--- src/rtl/phase_seq_pkg.sv ---
// Shared types and constants for the phase sequencer: FSM state encoding and
// the decoder enable patterns, packed as {Enable1_bar, Enable2_bar, Enable3}.
package phase_seq_pkg;

  typedef enum logic [1:0] {
    IDLE   = 2'd0,
    RUN    = 2'd1,
    STALL  = 2'd2,
    HALTED = 2'd3
  } state_t;

  localparam logic [2:0] DEC_ON    = 3'b001;
  localparam logic [2:0] DEC_OFF   = 3'b110;
  localparam logic [2:0] DEC_STALL = 3'b011;

  // A stalled decoder keeps E1b/E3 active but drops E2b, so every output is low.
  function automatic logic [2:0] dec_pattern(input state_t s);
    logic [2:0] p;
    case (s)
      RUN:     p = DEC_ON;
      STALL:   p = DEC_STALL;
      default: p = DEC_OFF;
    endcase
    return p;
  endfunction

endpackage

--- src/rtl/phase_counter.sv ---
// Modulo-WIDTH_OUT phase counter with synchronous clear, synchronous zero and
// count enable. Wrap is compare-based so non-power-of-2 moduli never overrun.
module phase_counter #(
  parameter int WIDTH_OUT = 8,
  parameter int WIDTH_IN  = $clog2(WIDTH_OUT)
) (
  input  logic                clk,
  input  logic                clear_bar,
  input  logic                zero,
  input  logic                count,
  output logic [WIDTH_IN-1:0] q,
  output logic                tc
);

  localparam logic [WIDTH_IN-1:0] LAST = WIDTH_IN'(WIDTH_OUT - 1);

  // Phase register: clear/zero dominate, otherwise count or hold.
  always_ff @(posedge clk) begin
    if (!clear_bar || zero) begin
      q <= '0;
    end else if (count) begin
      q <= (q == LAST) ? '0 : q + WIDTH_IN'(1);
    end else begin
      q <= q;
    end
  end

  assign tc = (q == LAST);

endmodule

--- src/rtl/phase_sequencer.sv ---
// T-state sequencer: drives the phase index and enables of a 3-to-8 phase
// decoder, with wait-state stalls, early end and boundary-only halt.
module phase_sequencer
  import phase_seq_pkg::*;
#(
  parameter int WIDTH_OUT = 8,
  parameter int WIDTH_IN  = $clog2(WIDTH_OUT)
) (
  input  logic                Clk,
  input  logic                Clear_bar,
  input  logic                Run,
  input  logic                Wait_bar,
  input  logic                End_bar,
  input  logic                Halt,
  output logic [WIDTH_IN-1:0] A,
  output logic                Enable1_bar,
  output logic                Enable2_bar,
  output logic                Enable3,
  output logic                Running,
  output logic                Cycle_done
);

  state_t     state_r;
  state_t     state_s;
  logic       zero_s;
  logic       count_s;
  logic       done_s;
  logic       tc;
  logic [2:0] enable_r;
  logic       running_r;
  logic       done_r;

  phase_counter #(
    .WIDTH_OUT(WIDTH_OUT),
    .WIDTH_IN (WIDTH_IN)
  ) u_counter (
    .clk      (Clk),
    .clear_bar(Clear_bar),
    .zero     (zero_s),
    .count    (count_s),
    .q        (A),
    .tc       (tc)
  );

  // Next-state and counter control; in RUN the wait request outranks any boundary.
  always_comb begin
    state_s = state_r;
    zero_s  = 1'b0;
    count_s = 1'b0;
    done_s  = 1'b0;
    case (state_r)
      IDLE, HALTED: begin
        zero_s = 1'b1;
        if (Run && !(state_r == HALTED && Halt)) begin
          state_s = RUN;
        end else begin
          state_s = state_r;
        end
      end
      RUN: begin
        if (!Wait_bar) begin
          state_s = STALL;
        end else if (!End_bar || tc) begin
          zero_s = 1'b1;
          if (Halt) begin
            state_s = HALTED;
          end else begin
            done_s = 1'b1;
          end
        end else begin
          count_s = 1'b1;
        end
      end
      STALL: begin
        if (Wait_bar) begin
          state_s = RUN;
        end else begin
          state_s = STALL;
        end
      end
      default: begin
        state_s = IDLE;
        zero_s  = 1'b1;
      end
    endcase
  end

  // State and registered output flags, all cleared synchronously.
  always_ff @(posedge Clk) begin
    if (!Clear_bar) begin
      state_r   <= IDLE;
      enable_r  <= DEC_OFF;
      running_r <= 1'b0;
      done_r    <= 1'b0;
    end else begin
      state_r   <= state_s;
      enable_r  <= dec_pattern(state_s);
      running_r <= (state_s == RUN) || (state_s == STALL);
      done_r    <= done_s;
    end
  end

  assign Enable1_bar = enable_r[2];
  assign Enable2_bar = enable_r[1];
  assign Enable3     = enable_r[0];
  assign Running     = running_r;
  assign Cycle_done  = done_r;

endmodule

--- config.mk ---
export PLATFORM = sky130hd
export DESIGN_NAME = phase_sequencer
export DESIGN_NICKNAME = d
export VERILOG_FILES = /design/src/rtl/phase_seq_pkg.sv /design/src/rtl/phase_counter.sv /design/src/rtl/phase_sequencer.sv
export SDC_FILE = /design/constraint.sdc
export NUM_CORES = 1
export LEC_CHECK = 0
export CAP_MARGIN = 10
export CORE_UTILIZATION = 35
export CTS_BUF_LIST = sky130_fd_sc_hd__clkbuf_4
export DETAILED_ROUTE_END_ITERATION = 10
export PLACE_DENSITY = 0.71
export SETUP_SLACK_MARGIN = 0.02
export SLEW_MARGIN = 25
export SYNTH_ARGS = -nofsm -noshare
export SYNTH_HDL_FRONTEND = slang
export SYNTH_SLANG_ARGS = --single-unit
export TNS_END_PERCENT = 100
--- constraint.sdc ---
create_clock -name Clk -period 1.9 [get_ports Clk]
set_clock_uncertainty 0.2 [all_clocks]
set_input_delay 0.285 -clock Clk [delete_from_list [all_inputs] [get_ports Clk]]
set_output_delay 0.285 -clock Clk [all_outputs]
set_load 0.03 [all_outputs]
==> results_dict.tcl <==
set metrics [dict create \
    yosys.cell_types.count 26 \
    rows 13 \
    nets 93 \
    core_um2 1318 \
    synthCells 50 \
    synth_seq_area_share_pct 36.09 \
    first_global_vias 390 \
    fin_crit_sh_pct 97.29 \
    die_w_um 39.77 \
    port_buffers 13 \
    rsz0062_at_grt "true" \
    ys.flop_type "dfxtp_1" \
    total_power_w 0.0005363 \
    start_util_pct 37.89 \
    via_per_inst 4.989 \
    track_usage_pct 15.83 \
    wl_mm 1.179 \
    critPathMaxFanout 3 \
    firstDrtPassIters 1 \
    grt_pass1_wl_mm 1.614 \
    synth_edf_count 0 \
    drc 0 \
    clkTransAtPathRegs_ns 0.06 \
    yosysWarnings 0 \
    drive_above_1_share_pct 39.24 \
    fill_cells 102 \
    crit_required_ns 1.86 \
    critical_path.top_delay_family "adder cells" \
    relSlewSlack_pct 78.70 \
    async_reset_ff_share_pct 0 \
    synth_top_area_share_pct 36.09 \
    synth_most_common_cell "dfxtp_1" \
    syn_area_um2 499.2 \
    drt_iter0_drc 0 \
    synthTopCellsByCount "dfxtp_1, ha_1, inv_1" \
    cp_slowest_stage_delay_ns 0.36 \
    grt_overflow_total 0 \
    synth_seq_cells 9 \
    syn_to_final_growth_pct 70.18 \
    setup_tns_ns 0 \
    root_buffer "clkbuf_4" \
    wl_per_cell_um 12.54 \
    antennaDiodeCount 0 \
    worst_slew_pin_slew_ns 0.3190 \
    syn_area_per_cell_um2 9.985 \
    endpoint_kind "flip-flop" \
    synth.area.top_cells "dfxtp_1, ha_1, mux2i_1" \
    p_per_area_nw_per_um2 631.3 \
    ios 14 \
    critPathLaunchType "flip-flop" \
    setup_violations 0 \
    antenna_found_initial 0 \
    cts_tree "built" \
    synth_top_cell_by_area "dfxtp_1" \
    max-cap-violations 0 \
    syn-num-nets 63 \
    cpMostUsedCell "ha_4" \
    die_h_um 39.77 \
    path_cells "ha_4 -> ha_4 -> nand2b_4 -> a31oi_4 -> o21ai_2 -> ha_1 -> nor2_2 -> inv_1" \
    dieArea_um2 1581 \
    crit_type "reg -> reg" \
    htree_num_levels 1 \
    finalHoldViolations 0 \
    cts_inserted_buffers 3 \
    fmax_mhz 541.0 \
    gp_congestion 0.8312 \
    ir_worst_vdd_uv 372.8 \
    grt_max_degree 8 \
    clkSinkCount 9 \
    postRouteAntennaNets 0 \
    insertion_delay_ns 0.26 \
    drv_slew 0 \
    detailroute.via_count 469 \
    status "complete, no violations" \
    leakagePower_nw 0.3762 \
    crit_slowest_cell "dfxtp_4" \
    cp_num_buf_inv 1 \
    finalCriticalPeriod_ns 1.848 \
    critPathArrivalTime_ns 1.81 \
    cts_buffer_depth 2 \
    dp.final_hpwl_um 794 \
    hp-class "reg -> reg" \
]
-- final cells by class --
class	count	area [um2]	share of cell area (%)
Clock buffer	4	30.03	3.535
Inverter	5	18.77	2.209
Multi-Input combinational cell	35	359.1	42.27
Sequential cell	9	192.7	22.68
Tap cell	15	18.77	2.209
Timing Repair Buffer	26	230.2	27.10
-- worst min-delay path: stages (launching register included) --
cell and delay [ns]:
dfxtp_4 0.38, o211ai_1 0.10, o31ai_1 0.06
-- final timing paths --
check	slack, ns	to	cells past startpoint	startpoint
worst max-delay path	0.05	enable_r[2]	8	u_counter.q[0]
worst max register to register	0.05	enable_r[2]	8	u_counter.q[0]
worst min register to register	0.37	state_r[0]	2	state_r[0]
worst min-delay path	0.37	state_r[0]	2	state_r[0]
-- logic make-up after synthesis --
logic type      after synthesis  synth area share [%]
compound gates               14                 21.56
xor+xnor                      1                 1.755
fa+ha+maj                     7                 17.54
buf+inv                       6                 5.264
flops                         9                 36.09
mux                           2                 4.010
simple gates                 11                 13.78
-- flip-flops by register name (all words and copies together), names as in the netlist --
signal,flops
Cycle_done,1
enable_r,2
u_counter.q,3
Running,1
state_r,2
-- stage by stage --
| stage | area (um2) | hold slack (ns) | cells | setup slack [ns] | utilization (%) |
|---|---|---|---|---|---|
| floorplan | 513.0 | 0.1539 | 50 | 0.03285 | - |
| global route | 849.6 | 0.3904 | 94 | -0.02095 | 64.48 |
| finish | 849.6 | 0.3687 | 94 | 0.05157 | 64.48 |
| CTS | 797.0 | 0.3684 | 93 | 0.03236 | 60.49 |
| global placement | 744.5 | 0.3437 | 89 | -0.1136 | 56.51 |
| detailed placement | 744.5 | 0.3679 | 89 | -0.1273 | 56.51 |
-- power by group --
| group | switching, W | total (W) | internal (W) |
|---|---|---|---|
| Combinational | 0.0000798 | 0.000165 | 0.0000852 |
| Sequential | 0.00000814 | 0.000207 | 0.000199 |
| Clock | 0.0000688 | 0.000164 | 0.0000953 |
-- what timing repair did --
action / 4_1_cts / 5_1_grt
setup endpoints to repair: 2 / 2
pin swaps: 0 / 6
endpoints found under the hold margin: 0 / 0
hold buffers: 0 / 0
setup buffers: 0 / 1
gates resized for setup: 4 / 12
-- routing by layer --
metal,routed length [um],vias to the layer above,track usage (%)
li1,-,242,-
met1,475,213,17.85
met2,624,14,25.00
met3,79,0,10.23
met4,0,0,2.586
met5,0,-,0
-- cells in the final DEF, fill, tap and decap left out, types with 2 or more instances in the layout --
cell / instances
ha_4: 3
inv_1: 4
ha_1: 4
clkbuf_4: 4
a211oi_1: 2
nand2_1: 2
clkdlybuf4s50_1: 12
dfxtp_4: 3
nor2b_1: 2
buf_4: 13
mux2i_1: 2
dfxtp_1: 5
(Power assumes the default switching activity.)
